===== config.mk =====
export PLATFORM = sky130hd
export DESIGN_NAME = step_sequencer
export DESIGN_NICKNAME = d
export VERILOG_FILES = /design/src/rtl/step_sequencer.sv
export SDC_FILE = /design/constraint.sdc
export NUM_CORES = 1
export LEC_CHECK = 0
export BUFFER_PORTS_ARGS = -buffer_cell sky130_fd_sc_hd__buf_2
export CAP_MARGIN = 20
export CORE_MARGIN = 2
export CORE_UTILIZATION = 57
export DETAILED_ROUTE_END_ITERATION = 8
export PLACE_DENSITY = 0.85
export SYNTH_ARGS = -nofsm -noshare
export SYNTH_HDL_FRONTEND = slang
export SYNTH_SLANG_ARGS = --single-unit

===== constraint.sdc =====
create_clock -name clk -period 3.65 [get_ports clk]
set_input_delay 0.365 -clock clk [delete_from_list [all_inputs] [get_ports clk]]
set_output_delay 0.365 -clock clk [all_outputs]
set_load 0.02 [all_outputs]

===== src/rtl/step_sequencer.sv =====
// Sequences a programmable chain of start/done step units over one 8-bit operand.
// Optional cycle counter output perf_cycles is enabled by defining STEP_SEQ_PERF_EN.
module step_sequencer #(
  parameter int unsigned NUM_UNITS = 4,
  parameter int unsigned IDX_W     = 2,
  parameter int unsigned DEPTH     = 8,
  parameter int unsigned LEN_W     = 4,
  parameter int unsigned TIMEOUT   = 16
) (
  input  logic                       clk,
  input  logic                       rst_n,
  input  logic                       prog_we,
  input  logic [$clog2(DEPTH)-1:0]   prog_addr,
  input  logic [IDX_W-1:0]           prog_idx,
  input  logic                       cmd_valid,
  output logic                       cmd_ready,
  input  logic [7:0]                 cmd_data,
  input  logic [LEN_W-1:0]           cmd_len,
  output logic [NUM_UNITS-1:0]       step_start,
  output logic [7:0]                 step_in_data,
  input  logic [NUM_UNITS-1:0]       step_done,
  input  logic [8*NUM_UNITS-1:0]     step_out_data,
  output logic                       res_valid,
  output logic [7:0]                 res_data,
  output logic                       res_err,
  output logic                       busy
`ifdef STEP_SEQ_PERF_EN
  ,
  output logic [15:0]                perf_cycles
`endif
);

  localparam int unsigned ADDR_W = $clog2(DEPTH);
  localparam int unsigned TMR_W  = (TIMEOUT > 1) ? $clog2(TIMEOUT) : 1;

  typedef enum logic [1:0] {S_IDLE, S_ISSUE, S_WAIT, S_DONE} state_t;

  state_t                 state, state_d;
  logic [IDX_W-1:0]       prog [DEPTH];
  logic [7:0]             acc, acc_d;
  logic [LEN_W-1:0]       len, len_d;
  logic [ADDR_W-1:0]      ptr, ptr_d;
  logic [IDX_W-1:0]       cur_idx, cur_idx_d;
  logic [TMR_W-1:0]       timer, timer_d;
  logic                   err_d;
  logic                   idx_ok, sel_done;
  logic [NUM_UNITS-1:0]   step_start_d;
  logic [7:0]             step_in_data_d, res_data_d;
  logic                   res_valid_d, res_err_d, busy_d, cmd_ready_d;

  // Program table; writes only land while idle
  always_ff @(posedge clk) begin
    if (!rst_n) begin
      for (int i = 0; i < int'(DEPTH); i++) prog[i] <= '0;
    end else if (state == S_IDLE && prog_we) begin
      prog[prog_addr] <= prog_idx;
    end
  end

  // cur_idx is latched at issue so a same-cycle program write cannot retarget the wait
  assign idx_ok   = 32'(cur_idx) < NUM_UNITS;
  assign sel_done = idx_ok && step_done[cur_idx];

  always_comb begin
    state_d        = state;
    acc_d          = acc;
    len_d          = len;
    ptr_d          = ptr;
    cur_idx_d      = cur_idx;
    timer_d        = timer;
    err_d          = 1'b0;
    step_start_d   = '0;
    step_in_data_d = step_in_data;
    res_valid_d    = 1'b0;
    res_data_d     = res_data;
    res_err_d      = res_err;

    unique case (state)
      S_IDLE: begin
        if (cmd_valid) begin
          acc_d = cmd_data;
          len_d = (32'(cmd_len) > DEPTH) ? LEN_W'(DEPTH) : cmd_len;
          ptr_d = '0;
          state_d = (cmd_len == '0) ? S_DONE : S_ISSUE;
        end
      end
      S_ISSUE: begin
        timer_d = '0;
        if (!idx_ok) begin
          state_d = S_DONE;
          err_d   = 1'b1;
        end else begin
          state_d = S_WAIT;
        end
      end
      S_WAIT: begin
        if (sel_done) begin
          acc_d = step_out_data[32'(cur_idx)*8 +: 8];
          ptr_d = ptr + ADDR_W'(1);
          state_d = (LEN_W'(ptr) + LEN_W'(1) == len) ? S_DONE : S_ISSUE;
        end else if (timer == TMR_W'(TIMEOUT - 1)) begin
          state_d = S_DONE;
          err_d   = 1'b1;
        end else begin
          timer_d = timer + TMR_W'(1);
        end
      end
      S_DONE: state_d = S_IDLE;
      default: state_d = S_IDLE;
    endcase

    // Registered outputs are computed for the state being entered
    if (state_d == S_ISSUE) begin
      cur_idx_d      = prog[ptr_d];
      step_start_d   = NUM_UNITS'(1) << cur_idx_d;
      step_in_data_d = acc_d;
    end
    if (state_d == S_DONE) begin
      res_valid_d = 1'b1;
      res_data_d  = acc_d;
      res_err_d   = err_d;
    end
    busy_d      = (state_d != S_IDLE);
    cmd_ready_d = (state_d == S_IDLE);
  end

  always_ff @(posedge clk) begin
    if (!rst_n) begin
      state        <= S_IDLE;
      acc          <= '0;
      len          <= '0;
      ptr          <= '0;
      cur_idx      <= '0;
      timer        <= '0;
      step_start   <= '0;
      step_in_data <= '0;
      res_valid    <= 1'b0;
      res_data     <= '0;
      res_err      <= 1'b0;
      busy         <= 1'b0;
      cmd_ready    <= 1'b1;
    end else begin
      state        <= state_d;
      acc          <= acc_d;
      len          <= len_d;
      ptr          <= ptr_d;
      cur_idx      <= cur_idx_d;
      timer        <= timer_d;
      step_start   <= step_start_d;
      step_in_data <= step_in_data_d;
      res_valid    <= res_valid_d;
      res_data     <= res_data_d;
      res_err      <= res_err_d;
      busy         <= busy_d;
      cmd_ready    <= cmd_ready_d;
    end
  end

`ifdef STEP_SEQ_PERF_EN
  // perf_cnt holds the cycle count since accept, inclusive of the current cycle
  logic [15:0] perf_cnt, perf_cnt_d;

  always_comb begin
    perf_cnt_d = perf_cnt;
    if (state == S_IDLE) begin
      if (cmd_valid) perf_cnt_d = 16'd2;
    end else if (perf_cnt != 16'hFFFF) begin
      perf_cnt_d = perf_cnt + 16'd1;
    end
  end

  always_ff @(posedge clk) begin
    if (!rst_n) begin
      perf_cnt    <= '0;
      perf_cycles <= '0;
    end else begin
      perf_cnt <= perf_cnt_d;
      if (state_d == S_DONE) perf_cycles <= perf_cnt_d;
    end
  end
`endif

endmodule


-- Word level (Yosys, flattened, before mapping)
Memories as Yosys holds them, arrays and structs flattened.
Cells that the tools add are included.
- add/subtract/negate cells: 3
- order comparisons: 2
- eq/ne operators: 9
- shifts and indexed selects: 2
- mux-type cells: 29
- reductions and logical operators: 10
- operators by type and width (cell ; count):
    $shiftx A32 B6 Y8 ; 1
    $mux W8 ; 2
    $pmux W8 S2 ; 1
    $mux W2 ; 6
    $mux W4 ; 3
    $mux W1 ; 10
    $mux W3 ; 3
    $pmux W2 S4 ; 1
    $pmux W4 S2 ; 1
    $eq A2 B2 Y1 const B ; 3
    $pmux W3 S2 ; 1
    $add A3 B1 Y4 const B ; 1
    $add A4 B1 Y4 const B ; 1
    $eq A2 B1 Y1 const B ; 2
    $eq A4 B4 Y1 ; 1
    $eq A4 B4 Y1 const B ; 1
    $gt A4 B4 Y1 const B ; 1
    $logic_not A2 Y1 ; 2
    $logic_not A4 Y1 ; 1
    $ne A2 B2 Y1 const B ; 2
    $reduce_and A2 Y1 ; 2
    $reduce_bool A2 Y1 ; 2
    $shl A1 B2 Y4 const A ; 1
    $add A3 B1 Y3 const B ; 1
    5 further kinds ; 5
- bits in registers: 47
- bits in writable memories: 16
- input bits: 57
- output and inout bits: 24
- memories kept: 1
- memory list (memory ; depth ; bits a word ; rd ports ; clocked after Yosys merged registers in ; write ports ; line ; RTL):
    prog ; 8 ; 2 ; 1 ; 0 ; 8 ; 39 ; logic [IDX_W-1:0] prog [DEPTH];

-- Logic depth before layout (Yosys ltp)
- word-level depth: 7
- mapped depth: 8

-- Worst setup path after synthesis
Ideal clock, no wire load.
- path type: register -> register
- start: register cur_idx[1]
- end: register step_start[0]
- data arrival time: 2265 ps
- data required time: 3558 ps
- slack: 1292 ps
- cell stages (with the launch flop): 8
- buffers on the path: 1
- clock period less this slack: 2358 ps
- path through: dfxtp_1 > buf_6 > mux2i_1 > a2bb2oi_2 > mux2i_2 > mux4_2 > or2_0 > o32ai_1
- longest elaborated chain between the ends: 6
- RTL lines (element ; line ; RTL):
    from (decl) ; 43 ; logic [IDX_W-1:0] cur_idx, cur_idx_d;
    from (signal assigned) ; 147 ; cur_idx <= cur_idx_d;
    $bmux W1 S2 (*) ; 62 ; assign sel_done = idx_ok && step_done[cur_idx];
    $mux W1 (not written as such) (*) ; 62 ;
    $mux W3 or $mux W2 (tied branches) ; 97 ; if (sel_done) begin
    $pmux W3 S2 or $pmux W2 S4 (tied branches) ; 78 ; unique case (state)
    $mem_v2 Z8 W2 or $eq A2 B1 Y1 (tied branches) ; n/a ;
    $shl A1 B2 Y4 or $reduce_and A2 Y1 (tied branches) ; n/a ;
    to (signal assigned) ; 149 ; step_start <= step_start_d;
    to (decl) ; 19 ; output logic [NUM_UNITS-1:0] step_start,
Mark *: on every way between the ends. The rest lies on a longest branch, timed or not. The select of a mux whose other input is x is not followed.
A chain may end at the register's enable or synchronous reset.

-- Worst setup path in the final report
Ends and elaborated chain as after synthesis.

==> flow_summary.toml <==
[critical_path]
required_ns = 3.90
path_buf_inv = 0
rrSetupSlack_ns = 0.75
worstPathCellList = "mux4_1, o21ai_0, and2_1, nor4b_2, nand2_1, o32ai_1"
rr_endpoint = "step_start[0]"
r2r-start = "cur_idx[1]"
arrival_ns = 3.15
critical_path_class = "reg -> reg"
crit_start = "cur_idx[1]"
end_kind = "register"
slowest_delay_ns = 0.62
startpoint_type = "register"
r2r_cells = 6
worstPathMaxFanout = 15
path_delay_family = "simple AND/OR/NAND/NOR gates"
crit_slowest_cell = "dfxtp_1"

[placement]
gp_congestion = 0.8689
dp.cells = 449
dp_hpwl_mm = 5.345
portBuffers = 80

[synthesis]
synthTopCellsByCount = "dfxtp_1, nand2_1, nor2_1"
ys_seq_area_share_pct = 44.51
async_flop_share_pct = 0
ys_types = 49
synth_top_cell_by_area = "dfxtp_1"
netlist_instances = 310
avgSynthCellArea_um2 = 10.30
synth_edf_count = 16
yosys_most_used_dff = "dfxtp_1"
yosysMostFrequentCell = "dfxtp_1"
synth_fp_nets = 369
yosysTopAreaCellShare_pct = 29.47
synth_area_leaders = "dfxtp_1, edfxtp_1, mux4_1"
synth_seq_cells = 63
yosys_warnings = 0
syn_area_mm2 = 0.003193

[timing]
fin_skew_ns = 0.006380
rsz0062_at_grt = "no"
worst_pin_slew_ns = 0.7237
fmax_ghz = 0.3449
drv_slew = 0
setup_tns_ns = 0
hold_violations = 0
finalSetupViolations = 0
whs_ns = 0.3580
fin_crit_sh_pct = 79.44
slew_headroom_pct = 51.66
min_period_ns = 2.899

[global_route]
met3_usage_pct = 5.227
grt_pass1_wl_mm = 11.76
grt_max_degree = 44
grt_overflow = 0
grt_use_met1_pct = 30.97
grt_antenna_before_repair = 0
grt_use_met2_pct = 41.79
first_global_vias = 2475
grt.busiest_layer = "met2"
grt_usage_pct = 24.98

[pwr]
seq_power_share_pct = 47.5
clockPowerShare_pct = 34.0
combPwrFrac_pct = 18.5
p_int_uw = 1209
power_density_mw_per_mm2 = 440.2
ir_drop_v = 0.0002592
power_switching_uw = 467.7
switching_share_pct = 27.90
leakage_uw = 0.001623

[clocking]
cts.sinks = 63
cts_max_level = 3
clk_pin_slew_worst_paths_ns = 0.07
cts_root_buffer = "clkbuf_8"
clk_latency_ns = 0.34
ctsLongestPathBuffers = 2
cts_resized = 0
cts_hold_buffers = 0
numCtsBuffers = 9
post_cts.repair.setup_buffers = 0
cts_tree = "done"

[layout]
nets = 447
drive_gt1_share_pct = 26.97
nFillCells = 423
antenna_cells = 0
finalNonFillerCells = 465
seqCellArea_mm2 = 0.001421
area.growth.synth_to_final_pct = 19.28
multi_input_area_mm2 = 0.001664
utilization_pct = 69.59

[routing]
vias = 2618
wl_per_cell_um = 15.97
firstDrtPassIters = 4
drt-total-wl_mm = 7.426
drt_iter0_drc = 149
drc = 0
antenna_left = 0
detail_route.vias_per_cell = 5.630

[floorplan]
rows = 27
die_width_um = 78.85
ios = 81
die_h_um = 78.85
die_area_mm2 = 0.006217
initial_core_util_pct = 58.34
core_mm2 = 0.005473

[job]
maxCapViolCount = 0

[outcome]
outcome = "completed"

[hold_path]
hold_path_startpoint = "cmd_len[3]"
min_delay_worst_endpoint = "len[3]"
worstHoldPathCells = 3
hold_class = "in -> reg"
## tightest hold or removal path, delay by kind of cell
family                 cells  cell delay (ns)
AO/OA/AOI/OAI              1             0.08
AND/OR/NAND/NOR            1             0.07
buffers and inverters      1             0.13
## cells in the final DEF (no fill, tap or decap), types with 10 or more instances in the layout
master    synthesis  layout
edfxtp_1         16      16
nor2b_1          20      20
nor2_1           27      27
buf_2             5      80
nand2_1          29      29
nand3_1          10      10
mux2i_1          15      15
inv_1            10      10
and2_1           10      10
dfxtp_1          47      47
## area by class of cell
class,instances,area share [%]
Multi-Input combinational cell,222,43.69
Timing Repair Buffer,82,10.91
Tap cell,72,2.365
Clock buffer,11,3.449
Sequential cell,63,37.32
Clock inverter,5,1.281
Inverter,10,0.9855
## power groups by stage
stage	registers [uW]	clock network (uW)	logic, uW
6_report	797	570	310
5_1_grt	801	605	340
4_1_cts	796	577	309
3_5_place_dp	810	0	306
3_3_place_gp	808	0	297
2_1_floorplan	819	0	202
## per-stage QoR
| step | total power [uW] | worst slack (ns) | area, um^2 |
|---|---|---|---|
| 2_1_floorplan | 1021 | 1.292 | 3193 |
| 3_3_place_gp | 1106 | 0.9386 | 3628 |
| 3_5_place_dp | 1116 | 0.7757 | 3628 |
| 4_1_cts | 1683 | 0.7580 | 3809 |
| 5_1_grt | 1746 | 0.5620 | 3809 |
| 6_report | 1676 | 0.7506 | 3809 |
## worst max path at each step
stage / endpoint / cells past startpoint
after CTS: step_start[0] / 6
after detailed placement: step_start[0] / 6
after global placement: step_start[0] / 6
final: step_start[0] / 6
after floorplan: step_start[0] / 7
after global routing: step_start[0] / 6
## flip-flops by register name, indices dropped and copies added, names as in the netlist, 3 cells and up
register and cells:
prog 16, ptr 3, step_in_data 8, step_start 4, acc 8, len 4
timer 4, res_data 8
## logic make-up after synthesis
group	synth area share, %
AND/OR/NAND/NOR	20.53
flip-flops	44.51
multiplexers	15.71
adder cells (fa/ha/maj)	0.7836
buffers and inverters	3.370
XOR/XNOR	0.8230
AO/OA/AOI/OAI	14.26
## routing by layer
metal / vias up / wire (um)
met5: - / 0
met4: 0 / 163
met3: 17 / 404
met2: 82 / 3842
li1: 1290 / -
met1: 1229 / 3016
(Power assumes the default switching activity.)
